`config.mk`:
```
export PLATFORM = sky130hd
export DESIGN_NAME = floo_eos_quiesce_monitor
export DESIGN_NICKNAME = d
export VERILOG_FILES = /design/src/rtl/floo_eos_quiesce_monitor.sv
export SDC_FILE = /design/constraint.sdc
export NUM_CORES = 1
export LEC_CHECK = 0
export ABC_AREA = 1
export CORE_MARGIN = 3
export CORE_UTILIZATION = 66
export DETAILED_ROUTE_END_ITERATION = 8
export GPL_TIMING_DRIVEN = 0
export PLACE_DENSITY = 0.9
export SYNTH_ARGS = -nofsm -noshare
export SYNTH_HDL_FRONTEND = slang
export SYNTH_SLANG_ARGS = --single-unit
```
`constraint.sdc`:
```
create_clock -name clk_i -period 13.3 [get_ports clk_i]
set_input_delay 1.995 -clock clk_i [delete_from_list [all_inputs] [get_ports clk_i]]
set_output_delay 1.995 -clock clk_i [all_outputs]
set_load 0.01 [all_outputs]
```
`src/rtl/floo_eos_quiesce_monitor.sv`:
```
// End-of-simulation monitor: latches cluster EOS flags, tracks outstanding AXI
// write/read bursts per port, requires a quiet drain window before declaring done.
// Latency: all outputs registered; done one cycle after the last drain cycle. No backpressure (observe-only).
module floo_eos_quiesce_monitor #(
    parameter int unsigned NumClusters   = 4,
    parameter int unsigned NumPorts      = 8,
    parameter int unsigned OutstWidth    = 8,
    parameter int unsigned DrainCycles   = 100,
    parameter int unsigned TimeoutCycles = 1000000,
    parameter int unsigned CycleCntWidth = 32
) (
    input  logic                     clk_i,
    input  logic                     rst_i,
    input  logic [NumClusters-1:0]   cluster_eos_i,
    input  logic [NumPorts-1:0]      aw_fire_i,
    input  logic [NumPorts-1:0]      b_fire_i,
    input  logic [NumPorts-1:0]      ar_fire_i,
    input  logic [NumPorts-1:0]      r_last_fire_i,
    output logic                     done_o,
    output logic                     timeout_o,
    output logic                     error_o,
    output logic [1:0]               state_o,
    output logic [CycleCntWidth-1:0] cycle_cnt_o
);

    localparam int unsigned DrainW = (DrainCycles > 1) ? $clog2(DrainCycles) : 1;
    localparam logic [DrainW-1:0]        DrainLast   = DrainW'(DrainCycles - 1);
    localparam logic [CycleCntWidth-1:0] TimeoutLast = CycleCntWidth'(TimeoutCycles - 1);

    typedef enum logic [1:0] {
        StRun     = 2'd0,
        StDrain   = 2'd1,
        StDone    = 2'd2,
        StTimeout = 2'd3
    } state_e;

    state_e                              state_q;
    logic [DrainW-1:0]                   drain_cnt_q;
    logic [CycleCntWidth-1:0]            cycle_cnt_q;
    logic [NumClusters-1:0]              eos_q;
    logic                                done_q;
    logic                                timeout_q;
    logic                                error_q;
    logic [NumPorts-1:0][OutstWidth-1:0] wr_cnt_q;
    logic [NumPorts-1:0][OutstWidth-1:0] rd_cnt_q;
    logic [NumPorts-1:0][OutstWidth-1:0] wr_cnt_d;
    logic [NumPorts-1:0][OutstWidth-1:0] rd_cnt_d;
    logic [NumPorts-1:0]                 wr_err;
    logic [NumPorts-1:0]                 rd_err;
    logic                                all_eos;
    logic                                any_fire;
    logic                                cnt_zero;
    logic                                quiet;
    logic                                timeout_hit;

    // Returns {error, next_count}; an illegal step holds the count and flags it.
    function automatic logic [OutstWidth:0] cnt_upd(input logic [OutstWidth-1:0] cnt,
                                                    input logic inc,
                                                    input logic dec);
        logic [OutstWidth-1:0] nxt;
        logic                  err;
        nxt = cnt;
        err = 1'b0;
        case ({inc, dec})
            2'b10: begin
                if (&cnt) err = 1'b1;
                else      nxt = cnt + 1'b1;
            end
            2'b01: begin
                if (cnt == '0) err = 1'b1;
                else           nxt = cnt - 1'b1;
            end
            default: nxt = cnt;
        endcase
        return {err, nxt};
    endfunction

    always_comb begin
        wr_cnt_d = wr_cnt_q;
        rd_cnt_d = rd_cnt_q;
        wr_err   = '0;
        rd_err   = '0;
        cnt_zero = 1'b1;
        for (int p = 0; p < NumPorts; p++) begin
            {wr_err[p], wr_cnt_d[p]} = cnt_upd(wr_cnt_q[p], aw_fire_i[p], b_fire_i[p]);
            {rd_err[p], rd_cnt_d[p]} = cnt_upd(rd_cnt_q[p], ar_fire_i[p], r_last_fire_i[p]);
            if (wr_cnt_q[p] != '0 || rd_cnt_q[p] != '0) cnt_zero = 1'b0;
        end
    end

    assign all_eos     = &eos_q;
    assign any_fire    = |{aw_fire_i, b_fire_i, ar_fire_i, r_last_fire_i};
    assign quiet       = cnt_zero && !any_fire;
    assign timeout_hit = (cycle_cnt_q == TimeoutLast);

    always_ff @(posedge clk_i or posedge rst_i) begin
        if (rst_i) begin
            state_q     <= StRun;
            drain_cnt_q <= '0;
            cycle_cnt_q <= '0;
            eos_q       <= '0;
            done_q      <= 1'b0;
            timeout_q   <= 1'b0;
            error_q     <= 1'b0;
            wr_cnt_q    <= '0;
            rd_cnt_q    <= '0;
        end else begin
            eos_q    <= eos_q | cluster_eos_i;
            wr_cnt_q <= wr_cnt_d;
            rd_cnt_q <= rd_cnt_d;
            if (!(&cycle_cnt_q)) cycle_cnt_q <= cycle_cnt_q + 1'b1;
            if ((|wr_err) || (|rd_err) || (state_q == StDone && any_fire)) error_q <= 1'b1;

            case (state_q)
                StRun: begin
                    if (timeout_hit) begin
                        state_q   <= StTimeout;
                        timeout_q <= 1'b1;
                    end else if (all_eos) begin
                        state_q     <= StDrain;
                        drain_cnt_q <= '0;
                    end
                end
                StDrain: begin
                    // Timeout takes priority over a coincident completion.
                    if (timeout_hit) begin
                        state_q   <= StTimeout;
                        timeout_q <= 1'b1;
                    end else if (quiet) begin
                        if (drain_cnt_q == DrainLast) begin
                            state_q <= StDone;
                            done_q  <= 1'b1;
                        end else begin
                            drain_cnt_q <= drain_cnt_q + 1'b1;
                        end
                    end else begin
                        drain_cnt_q <= '0;
                    end
                end
                default: state_q <= state_q;
            endcase
        end
    end

    assign done_o      = done_q;
    assign timeout_o   = timeout_q;
    assign error_o     = error_q;
    assign state_o     = state_q;
    assign cycle_cnt_o = cycle_cnt_q;

endmodule

```
# --- Yosys cells after proc, flatten, opt, wreduce, memory -nomap -nowiden ---
# Cells that the tools add are included.
word_totals:
  out_inout_bits: 37
  wordCells: 355
  inputBits: 38
  register_bits: 176
op_classes:
  reduce_logical: 105
  n_addsub: 34
  mux: 116
  eq_ne: 75
  bitwise: 2
ops:
  columns: ["operator", "n"]
  rows:
  - ["2-to-1 mux 8 bit", 32]
  - ["one-hot mux 8 bit (2 select lines)", 16]
  - ["adder 8 x 1 -> 8 bit (second input constant)", 16]
  - ["zero test 8 bit", 16]
  - ["AND reduction 8 bit", 16]
  - ["nonzero test 8 bit", 16]
  - ["subtractor 8 x 1 -> 8 bit (second input constant)", 16]
  - ["inequality test 2 bit (second input constant)", 35]
  - ["AND reduction 3 bit", 16]
  - ["2-to-1 mux 1 bit", 40]
  - ["2-to-1 mux 7 bit", 5]
  - ["== test 2 x 1 -> 1 bit (second input constant)", 17]
  - ["== test 2 bit (second input constant)", 17]
  - ["nonzero test 2 bit", 17]
  - ["adder 32 x 1 -> 32 bit (second input constant)", 1]
  - ["== test 32 x 20 -> 1 bit (second input constant)", 1]
  - ["one-hot mux 1 bit (2 select lines)", 16]
  - ["AND reduction 32 bit", 1]
  - ["OR reduction 32 bit", 1]
  - ["OR reduction 8 bit", 2]
  - ["one-hot mux 7 bit (2 select lines)", 1]
  - ["inequality test 3 bit (second input constant)", 4]
  - ["AND reduction 4 bit", 3]
  - ["logical OR 1 bit", 10]
  - ["12 further kinds", 17]

# --- Depth between registers and ports, before layout ---
# Gate-level depths: netlist (run 1).
depth:
  ltp_word: 14
  ltp_mapped: 12
  ltp_nobuf: 12

# --- Least setup slack after synthesis (run 1) ---
# OpenSTA, ideal clock, no wires.
synth_timing:
  path_type: "input port to flip-flop"
  startpoint: "in ar_fire_i[0]"
  endpoint: "reg rd_cnt_q[6] (netlist bit)"
  setup_time_ns: 0.117
  setup_slack_ns: 9.665
  n_path_buf: 0
  required_ns: 13.183
  stages: 11
  arrival_ns: 3.519
  path_cell_list: "inv_1 -> ha_1 -> inv_1 -> fa_1 -> o21ai_0 -> a21oi_1 -> nor2_1 -> nor2_1 -> xnor2_1 -> nand2_1 -> nand2_1"
synth_between:
  elab_chain_cells: 3
  word_cells_on_any_way: 7
  cone_classes: "eq/ne: 4; mux: 1; reduce/logical: 2"
synth_lines:
  columns: ["element", "line", "text"]
  rows:
  - ["start: declaration", "17", "input logic [NumPorts-1:0] ar_fire_i,"]
  - ["== test 2 x 1 -> 1 bit or == test 2 bit (tied branches)", "64", "case ({inc, dec})"]
  - ["inequality test 2 bit (no line) or nonzero test 2 bit (tied branches)", null, null]
  - ["AND reduction 3 bit (no line)", null, null]
  - ["end signal: assignment", "110", "rd_cnt_q <= rd_cnt_d;"]
  - ["end: declaration", "45", "logic [NumPorts-1:0][OutstWidth-1:0] rd_cnt_q;"]
# Parallel ways exist; a longest one is shown, timed or not.
# A chain may end at the register's enable or synchronous reset.

# --- Final worst setup path (run 1) ---
layout_timing:
  startpoint: "in b_fire_i[1]"
  endpoint: "reg wr_cnt_q[14] (netlist bit)"
layout_between:
  elab_chain_cells: 3
  word_cells_on_any_way: 7
  cone_classes: "eq/ne: 4; mux: 1; reduce/logical: 2"
layout_lines:
  columns: ["element", "line", "text"]
  rows:
  - ["start: declaration", "16", "input logic [NumPorts-1:0] b_fire_i,"]
  - ["== test 2 x 1 -> 1 bit or == test 2 bit (tied branches)", "64", null]
  - ["inequality test 2 bit (no line) or nonzero test 2 bit (tied branches)", null, null]
  - ["AND reduction 3 bit (no line)", null, null]
  - ["end signal: assignment", "109", "wr_cnt_q <= wr_cnt_d;"]
  - ["end: declaration", "44", "logic [NumPorts-1:0][OutstWidth-1:0] wr_cnt_q;"]
# Parallel ways exist; a longest one is shown, timed or not.

==> impl_metrics.ini, run 1 <==
[status]
outcome = completed

[logic_synthesis]
synth-edff-count = 0
synthDominantCellAreaShare_pct = 32.1
ys_ff_latch = 176
yosys_warnings = 0
netlist.top_cell.by_area = dfrtp_1
synth_ff_type = dfrtp_1
yosysSeqAreaShare_pct = 32.1
yosysUniqueCellTypes = 39
ys_async_sr_fraction_pct = 100
yosysMostFrequentCell = nand2_1
synth_commonest_cells = nand2_1, inv_1, dfrtp_1
syn_area_um2 = 13700
netlist_instances = 1819
syn_area_per_cell_um2 = 7.55
synth.net_count = 2003
synthTopCellsByArea = dfrtp_1, ha_1, nand2_1

[global_route]
first_global_vias = 12100
grt_pass1_wl_um = 55400
gr-total-overflow = 0
antenna_found_initial = 0
grt_max_degree = 127
grt_use_total_pct = 29.9

[detailed_routing]
wire_per_inst_um = 15.0
viasPerCell = 5.76
drc = 0
first_pass_iters = 6
finalWirelength_um = 33000
dr_total_vias = 12600
drt_iter0_drc = 985
ant_nets = 0

[sta]
timing.final.crit_share_pct = 30.4
slew_viol_final = 0
max_freq_mhz = 247
finalSetupViolCount = 0
rsz0062_at_grt = false
worstMarginPinSlew_ns = 0.613
period_minus_slack_ns = 4.05
skew_ns = 0.0107
hold_violations = 0
slew_headroom_pct = 59.1
fin_setup_tns_ns = 0

[pwr]
switching_share_pct = 42.8
p_seq_share_pct = 35.1
leakage_nw = 7.71
pwr-share-comb_pct = 44.5
clock_power_share_pct = 20.4
power.density_nw_per_um2 = 176
switching_power_mw = 1.17
p_int_mw = 1.56
ir_drop_mv = 0.116

[final_layout]
syn2layout_area_growth_pct = 12.7
nFillCells = 1417
drive_above_1_share_pct = 6.49
nets = 2097
antenna_cells = 0
instances_no_fill = 2196

[clock_tree]
clockRootBuffer = clkbuf_16
clk_pin_slew_ns = 0.07
cts_buffers = 17
clkLatencyLatePin_ns = 0.45
clock_sinks = 176
cts_setup_buffers = 0
cts_tree = yes
htree_levels = 4
ctsHoldBuffers = 0
cts_resized = 0
clk_path_buf_depth = 2

[floorplanning]
die_w_um = 150
fp.coreArea_um2 = 20400
initial_core_util_pct = 67.4
ioPinCount = 75
placementRows = 52
chipHeight_um = 150
die_area_um2 = 22600

[worst_setup_path]
ff2ff_setup_slack_ns = 11.26
worstPathRequired_ns = 13.61
cp_slowest_stage_delay_ns = 0.60
startpoint = b_fire_i[1]
critical-path-top-delay-family = adder cells
worstSetupPathType = in -> reg
worstSetupStartpointType = primary input
crit_slowest_cell = clkdlybuf4s50_1
crit_chain = clkdlybuf4s50_1, ha_1, inv_1, fa_1, o21ai_1, a21oi_1, o21bai_1, xnor2_1, o21ai_1
worstPathMaxFanout = 10
timing.critical_path.mode_cell = o21ai_1
cp-end-kind = flop
critPathBufInv = 2
worst_r2r_startpoint = cycle_cnt_o[0]
crit_arrival_ns = 4.36

[min_path]
min_from = eos_q[1]
hp-class = reg -> reg

[job]
drv_cap = 0

[place]
globalplace.congestion = 0.949
portBuffers = 74
hpwlAfterDp_um = 24600
dp_cells = 2164
[final cells by class]
class,count,area (µm²),area share [%]
Clock inverter,14,204,1.32
Inverter,257,972,6.28
Sequential cell,176,4400,28.5
Multi-Input combinational cell,1372,8280,53.5
Timing Repair Buffer,75,768,4.96
Tap cell,270,338,2.18
Clock buffer,18,429,2.77
Buffer,14,87.6,0.566
[metal layers]
layer  up-vias  track usage (%)  wire length (µm)
met1      5924             37.8             13600
met2       453             51.4             16200
li1       6158                -                 -
met5         -                0                 0
met4         0             11.1              1020
met3       103             5.27              2160
[cell families (layout without fill, tap and decap cells)]
kind of cell             Yosys count  in the layout  synth area share, %
flip-flops                       176            176                 32.1
XOR/XNOR                         122            122                 7.78
AND/OR/NAND/NOR                  826            826                 27.2
AO/OA/AOI/OAI                    278            278                 11.1
buffers and inverters            271            378                 7.66
adder cells (fa/ha/maj)          146            146                 14.2
[path summary, 6_finish.rpt]
kind / endpoint / depth (start not counted)
max: wr_cnt_q[14] / 9
min: eos_q[1] / 1
max reg2reg: cycle_cnt_o[26] / 12
min reg2reg: eos_q[1] / 1
max in group asynchronous: cycle_cnt_o[18] / 3
min in group asynchronous: rd_cnt_q[6] / 2
[power by group through the flow]
stage / clock network (mW) / registers (mW) / logic, mW
floorplan: 0 / 0.894 / 0.984
finish: 0.556 / 0.958 / 1.21
global route: 0.580 / 0.987 / 1.39
CTS: 0.557 / 0.951 / 1.21
global placement: 0 / 0.946 / 1.11
detailed placement: 0 / 0.954 / 1.20
[state kept, by name, indices dropped and copies added (netlist names)]
register,count
cycle_cnt_o,32
done_o,1
drain_cnt_q,7
eos_q,4
error_o,1
rd_cnt_q,64
state_o,2
timeout_o,1
wr_cnt_q,64
[cells in the final DEF (no fill, tap or decap), types with 5 or more instances in the layout]
cell type	count
a21o_1	5
a21oi_1	100
buf_2	10
clkbuf_16	17
clkdlybuf4s50_1	74
dfrtp_1	176
fa_1	16
ha_1	130
inv_1	245
inv_2	11
nand2_1	432
nand3_1	66
nand3_2	27
nand4_1	63
nor2_1	159
nor3_1	29
nor4_1	6
o211ai_1	23
o21ai_0	72
o21ai_1	53
o21bai_1	16
or2_2	23
xnor2_1	28
xor2_1	94
[per-stage QoR]
step | instance area (µm²) | setup WS, ns | hold slack (ns) | total power, mW | utilization, %
global route | 15500 | 9.10 | 0.508 | 2.96 | 76.0
detailed placement | 14800 | 8.83 | 0.461 | 2.15 | 72.9
floorplan | 13700 | 6.53 | 0.436 | 1.88 | -
CTS | 15500 | 9.28 | 0.485 | 2.72 | 76.0
global placement | 14800 | 4.05 | 0.452 | 2.06 | 72.7
finish | 15500 | 9.25 | 0.485 | 2.73 | 76.0
Power figures use the tool's default switching activity.
==> run 2: changes to the inputs <==
--- a/config.mk
+++ b/config.mk
@@ -7,10 +7,10 @@
 export LEC_CHECK = 0
 export ABC_AREA = 1
 export CORE_MARGIN = 3
-export CORE_UTILIZATION = 66
+export CORE_UTILIZATION = 62
 export DETAILED_ROUTE_END_ITERATION = 8
 export GPL_TIMING_DRIVEN = 0
-export PLACE_DENSITY = 0.9
+export PLACE_DENSITY = 0.85
 export SYNTH_ARGS = -nofsm -noshare
 export SYNTH_HDL_FRONTEND = slang
 export SYNTH_SLANG_ARGS = --single-unit
==> constraint.sdc (replaced) <==
create_clock -name clk_i -period 3.8 [get_ports clk_i]
set_input_delay 0.57 -clock clk_i [delete_from_list [all_inputs] [get_ports clk_i]]
set_output_delay 0.57 -clock clk_i [all_outputs]
set_load 0.01 [all_outputs]
==> impl_metrics.ini, run 2 (synthesis results as in run 1) <==
[status]
outcome = completed

[global_route]
met1_usage_pct = 35.7
antenna_found_initial = 0
gr-total-overflow = 0
grt_pass1_wl_um = 54800
first_global_vias = 12000
top_usage_layer = met2
grt_max_degree = 42
use_met2_pct = 47.3
grt_use_total_pct = 27.4
use_met3_pct = 4.34

[clock_tree]
cts_setup_buffers = 0
htree_levels = 4
clockRootBuffer = clkbuf_16
cts_resized = 0
ctsHoldBuffers = 0
clkLatencyLatePin_ns = 0.45
clk_path_buf_depth = 2
clock_sinks = 176
cts_tree = yes
clk_pin_slew_ns = 0.07
cts_buffers = 17

[sta]
period_minus_slack_ns = 2.63
max_freq_mhz = 380
finalSetupViolCount = 0
hold_violations = 0
rsz0062_at_grt = false
timing.final.crit_share_pct = 69.3
skew_ns = 0.0155
slew_headroom_pct = 60.9
worstMarginPinSlew_ns = 0.584
slew_viol_final = 0

[final_layout]
nets = 2101
postLayoutCellArea_um2 = 15500
instances_no_fill = 2205
utilization_pct = 72.4
syn2layout_area_growth_pct = 13.0
antenna_cells = 0
final_common_cell = nand2_1
mostFrequentLayoutCells = nand2_1, inv_1, dfrtp_1
drive_above_1_share_pct = 6.68

[floorplanning]
placementRows = 53
die_w_um = 155
fp.coreArea_um2 = 21400
ioPinCount = 75
chipHeight_um = 155
initial_core_util_pct = 64.1
die_area_um2 = 24000

[worst_setup_path]
crit_slowest_cell = clkdlybuf4s50_1
cp-end-kind = flop
cp_slowest_stage_delay_ns = 0.57
crit_chain = clkdlybuf4s50_1, ha_1, inv_1, fa_1, o21ai_1, a21oi_1, o21bai_1, xnor2_1, o21ai_0
r2r-end = drain_cnt_q[1]
worstPathMaxFanout = 12
ff2ff_setup_slack_ns = 1.68
worstPathRequired_ns = 4.10
worst_r2r_startpoint = cycle_cnt_o[0]
crit_arrival_ns = 2.93
r2r_cells = 11
worstSetupStartpointType = primary input
worstSetupPathType = in -> reg

[detailed_routing]
drt_iter0_drc = 847
dr_total_vias = 12400
wire_per_inst_um = 14.7
finalWirelength_um = 32400
viasPerCell = 5.62
first_pass_iters = 5
drc = 0
ant_nets = 0

[pwr]
power.density_nw_per_um2 = 604
leakage_nw = 7.71
finalPower_mw = 9.37
ir_drop_mv = 0.343

[place]
globalplace.congestion = 0.944
place_area_um2 = 14900
portBuffers = 74
hpwlAfterDp_um = 24900
dp_cells = 2173

[min_path]
min_from = eos_q[3]
hold-path-cell-count = 1
hp-class = reg -> reg
worstHoldEndpoint = eos_q[3]

[job]
drv_cap = 0
-- run 2: changes by cell type in the layout (fill, tap and decap cells not counted) --
cell	previous run	this run
clkinvlp_4	2	6
clkbuf_8	0	2
buf_12	0	5
buf_16	1	0
inv_6	4	1
bufinv_16	4	2
inv_8	2	0
clkinv_2	1	2
-- run 2: per-layer routing --
metal | wire, µm | up-vias | part of all wire [%]
li1 | - | 6163 | -
met1 | 14200 | 5854 | 44
met2 | 16000 | 320 | 49
met3 | 1450 | 65 | 4.5
met4 | 759 | 0 | 2.3
met5 | 0 | - | 0
-- run 2: power breakdown --
part	total, mW	switching [mW]	internal, mW
logic	4.21	2.41	1.81
registers	3.35	0.799	2.55
clock network	1.81	0.800	1.01
total	9.37	4.01	5.36
-- run 2: worst max-delay path, delay by kind of cell --
family          cells  cell delay (ns)
xor+xnor            1             0.14
compound gates      4             0.62
fa+ha+maj           2             0.91
buf+inv             2             0.68
-- run 2: how the worst max path moves through the flow --
stage	start	slack, ns	endpoint	cells after the start
global route	aw_fire_i[5]	1.04	wr_cnt_q[46]	12
global placement	rst_i	-0.61	wr_cnt_q[36]	2
finish	b_fire_i[2]	1.17	wr_cnt_q[22]	9
floorplan	rst_i	0.98	cycle_cnt_o[0]	1
detailed placement	b_fire_i[2]	0.78	wr_cnt_q[22]	9
CTS	r_last_fire_i[1]	1.23	rd_cnt_q[14]	9
-- run 2: through the flow --
stage	hold slack, ns	setup WS (ns)	TNS [ns]
finish	0.475	1.17	0
global route	0.494	1.04	0
CTS	0.473	1.23	0
detailed placement	0.453	0.778	0
global placement	0.450	-0.610	-105.06
floorplan	0.436	0.977	0
-- run 2: final cells by class --
class / instances / area (µm²)
clock buffers: 20 / 457
inverters: 257 / 968
flip-flops and latches: 176 / 4400
multi-input cells: 1372 / 8280
clock inverters: 12 / 134
repair buffers: 79 / 841
fillers: 1648 / 5910
well taps: 275 / 344
plain buffers: 14 / 87.6
==> run 3: changes to the inputs <==
--- a/config.mk
+++ b/config.mk
@@ -7,10 +7,10 @@
 export LEC_CHECK = 0
 export ABC_AREA = 1
 export CORE_MARGIN = 3
-export CORE_UTILIZATION = 62
+export CORE_UTILIZATION = 56
 export DETAILED_ROUTE_END_ITERATION = 8
 export GPL_TIMING_DRIVEN = 0
-export PLACE_DENSITY = 0.85
+export PLACE_DENSITY = 0.81
 export SYNTH_ARGS = -nofsm -noshare
 export SYNTH_HDL_FRONTEND = slang
 export SYNTH_SLANG_ARGS = --single-unit
==> constraint.sdc (replaced) <==
create_clock -name clk_i -period 2.4 [get_ports clk_i]
set_input_delay 0.36 -clock clk_i [delete_from_list [all_inputs] [get_ports clk_i]]
set_output_delay 0.36 -clock clk_i [all_outputs]
set_load 0.01 [all_outputs]
==> impl_metrics.ini, run 3 (synthesis results as in run 1) <==
[sta]
max_freq_mhz = 444
slew_viol_final = 0
hold_violations = 0
slew_headroom_pct = 55.0
skew_ns = 0.0163
finalSetupViolCount = 0
timing.final.crit_share_pct = 93.9
rsz0062_at_grt = false
period_minus_slack_ns = 2.25
worstMarginPinSlew_ns = 0.674
setup_slack_ns = 0.145

[clock_tree]
clk_path_buf_depth = 2
ctsHoldBuffers = 0
clock_sinks = 176
cts_tree = yes
clkLatencyLatePin_ns = 0.44
clockRootBuffer = clkbuf_16
clk_pin_slew_ns = 0.07
cts_buffers = 17
htree_levels = 4

[pwr]
clock_power_share_pct = 20.5
pwr-share-comb_pct = 44.4
leakage_nw = 7.72
p_int_mw = 8.79
switching_share_pct = 41.8
finalPower_mw = 15.1
ir_drop_mv = 0.510
power.density_nw_per_um2 = 963
p_seq_share_pct = 35.1
switching_power_mw = 6.30

[final_layout]
final_common_cell = nand2_1
nFillCells = 1945
drive_above_1_share_pct = 7.42
syn2layout_area_growth_pct = 14.1
nets = 2100
antenna_cells = 0
mostFrequentLayoutCells = nand2_1, inv_1, dfrtp_1

[worst_setup_path]
worstSetupStartpointType = primary input
cp-end-kind = flop
worstPathRequired_ns = 2.71
crit_arrival_ns = 2.57
worstPathMaxFanout = 9
worst_r2r_startpoint = cycle_cnt_o[0]
r2r_cells = 12
worstSetupPathType = in -> reg
r2r-end = cycle_cnt_o[26]
ff2ff_setup_slack_ns = 0.30

[global_route]
grt_use_total_pct = 25.0
gr-total-overflow = 0
antenna_found_initial = 0
grt_max_degree = 42
first_global_vias = 11700
grt_pass1_wl_um = 55100

[detailed_routing]
drc = 0
first_pass_iters = 7
ant_nets = 0
drt_iter0_drc = 862
finalWirelength_um = 32600
wire_per_inst_um = 14.5
dr_total_vias = 12200
viasPerCell = 5.44

[floorplanning]
placementRows = 56
initial_core_util_pct = 57.8
ioPinCount = 75
chipHeight_um = 163
fp.coreArea_um2 = 23800
die_w_um = 163
die_area_um2 = 26400

[place]
portBuffers = 74
globalplace.congestion = 0.967
place_ws_ns = -0.427
hpwlAfterDp_um = 24900

[status]
outcome = completed

[job]
drv_cap = 0

[min_path]
hp-class = in -> async
## run 3: worst max-delay path, stage by stage
cell             delay, ns
clkdlybuf4s50_1       0.52
inv_1                 0.15
ha_4                  0.22
inv_1                 0.09
fa_1                  0.42
o21ai_1               0.25
a21oi_1               0.13
o21bai_1              0.16
xnor2_1               0.16
o21ai_1               0.10
## run 3: layer usage
metal	track usage (%)	vias to the layer above	routed length [µm]
met5	0	-	0
met4	5.61	0	555
met3	4.04	55	1440
met2	43.1	282	15800
met1	33.4	5730	14800
li1	-	6160	-
## run 3: how the worst max path moves through the flow
| stage | end | slack (ns) | start |
|---|---|---|---|
| floorplan | cycle_cnt_o[0] | -0.21 | rst_i |
| global placement | wr_cnt_q[52] | -1.86 | rst_i |
| detailed placement | rd_cnt_q[30] | -0.43 | ar_fire_i[3] |
| CTS | rd_cnt_q[14] | 0.04 | r_last_fire_i[1] |
| global route | wr_cnt_q[23] | 0.03 | b_fire_i[2] |
| finish | rd_cnt_q[30] | 0.15 | ar_fire_i[3] |
## run 3: through the flow
| stage | hold slack [ns] | TNS (ns) | cells | utilization, % | area, µm² |
|---|---|---|---|---|---|
| finish | 0.375 | 0 | 2247 | 66.0 | 15700 |
| global route | 0.423 | 0 | 2247 | 66.0 | 15700 |
| CTS | 0.398 | 0 | 2247 | 65.7 | 15600 |
| detailed placement | 0.450 | -14.96 | 2216 | 63.0 | 15000 |
| global placement | 0.448 | -333.79 | 2212 | 62.6 | 14900 |
| floorplan | 0.436 | -37.42 | 1819 | - | 13700 |
## run 3: power groups by stage
stage / registers (mW) / logic, mW / clock network (mW)
after detailed placement: 5.30 / 6.61 / 0
after global routing: 5.47 / 7.73 / 3.25
final: 5.30 / 6.69 / 3.10
after global placement: 5.25 / 6.20 / 0
after CTS: 5.27 / 6.67 / 3.13
after floorplan: 4.96 / 5.45 / 0
## run 3: area by class of cell
cell class,instances,area (µm²),area share (%)
clock buffers,23,498,3.18
inverters,257,968,6.18
flip-flops and latches,176,4400,28.1
clock inverters,8,151,0.966
repair buffers,78,821,5.24
multi-input cells,1372,8340,53.2
plain buffers,14,87.6,0.559
well taps,319,399,2.55
## run 3: timing repair
| action | CTS | global route |
|---|---|---|
| endpoints found under the setup margin | 1 | 25 |
| gates cloned | 0 | 0 |
| resized for setup | 1 | 17 |
| setup buffers | 0 | 0 |
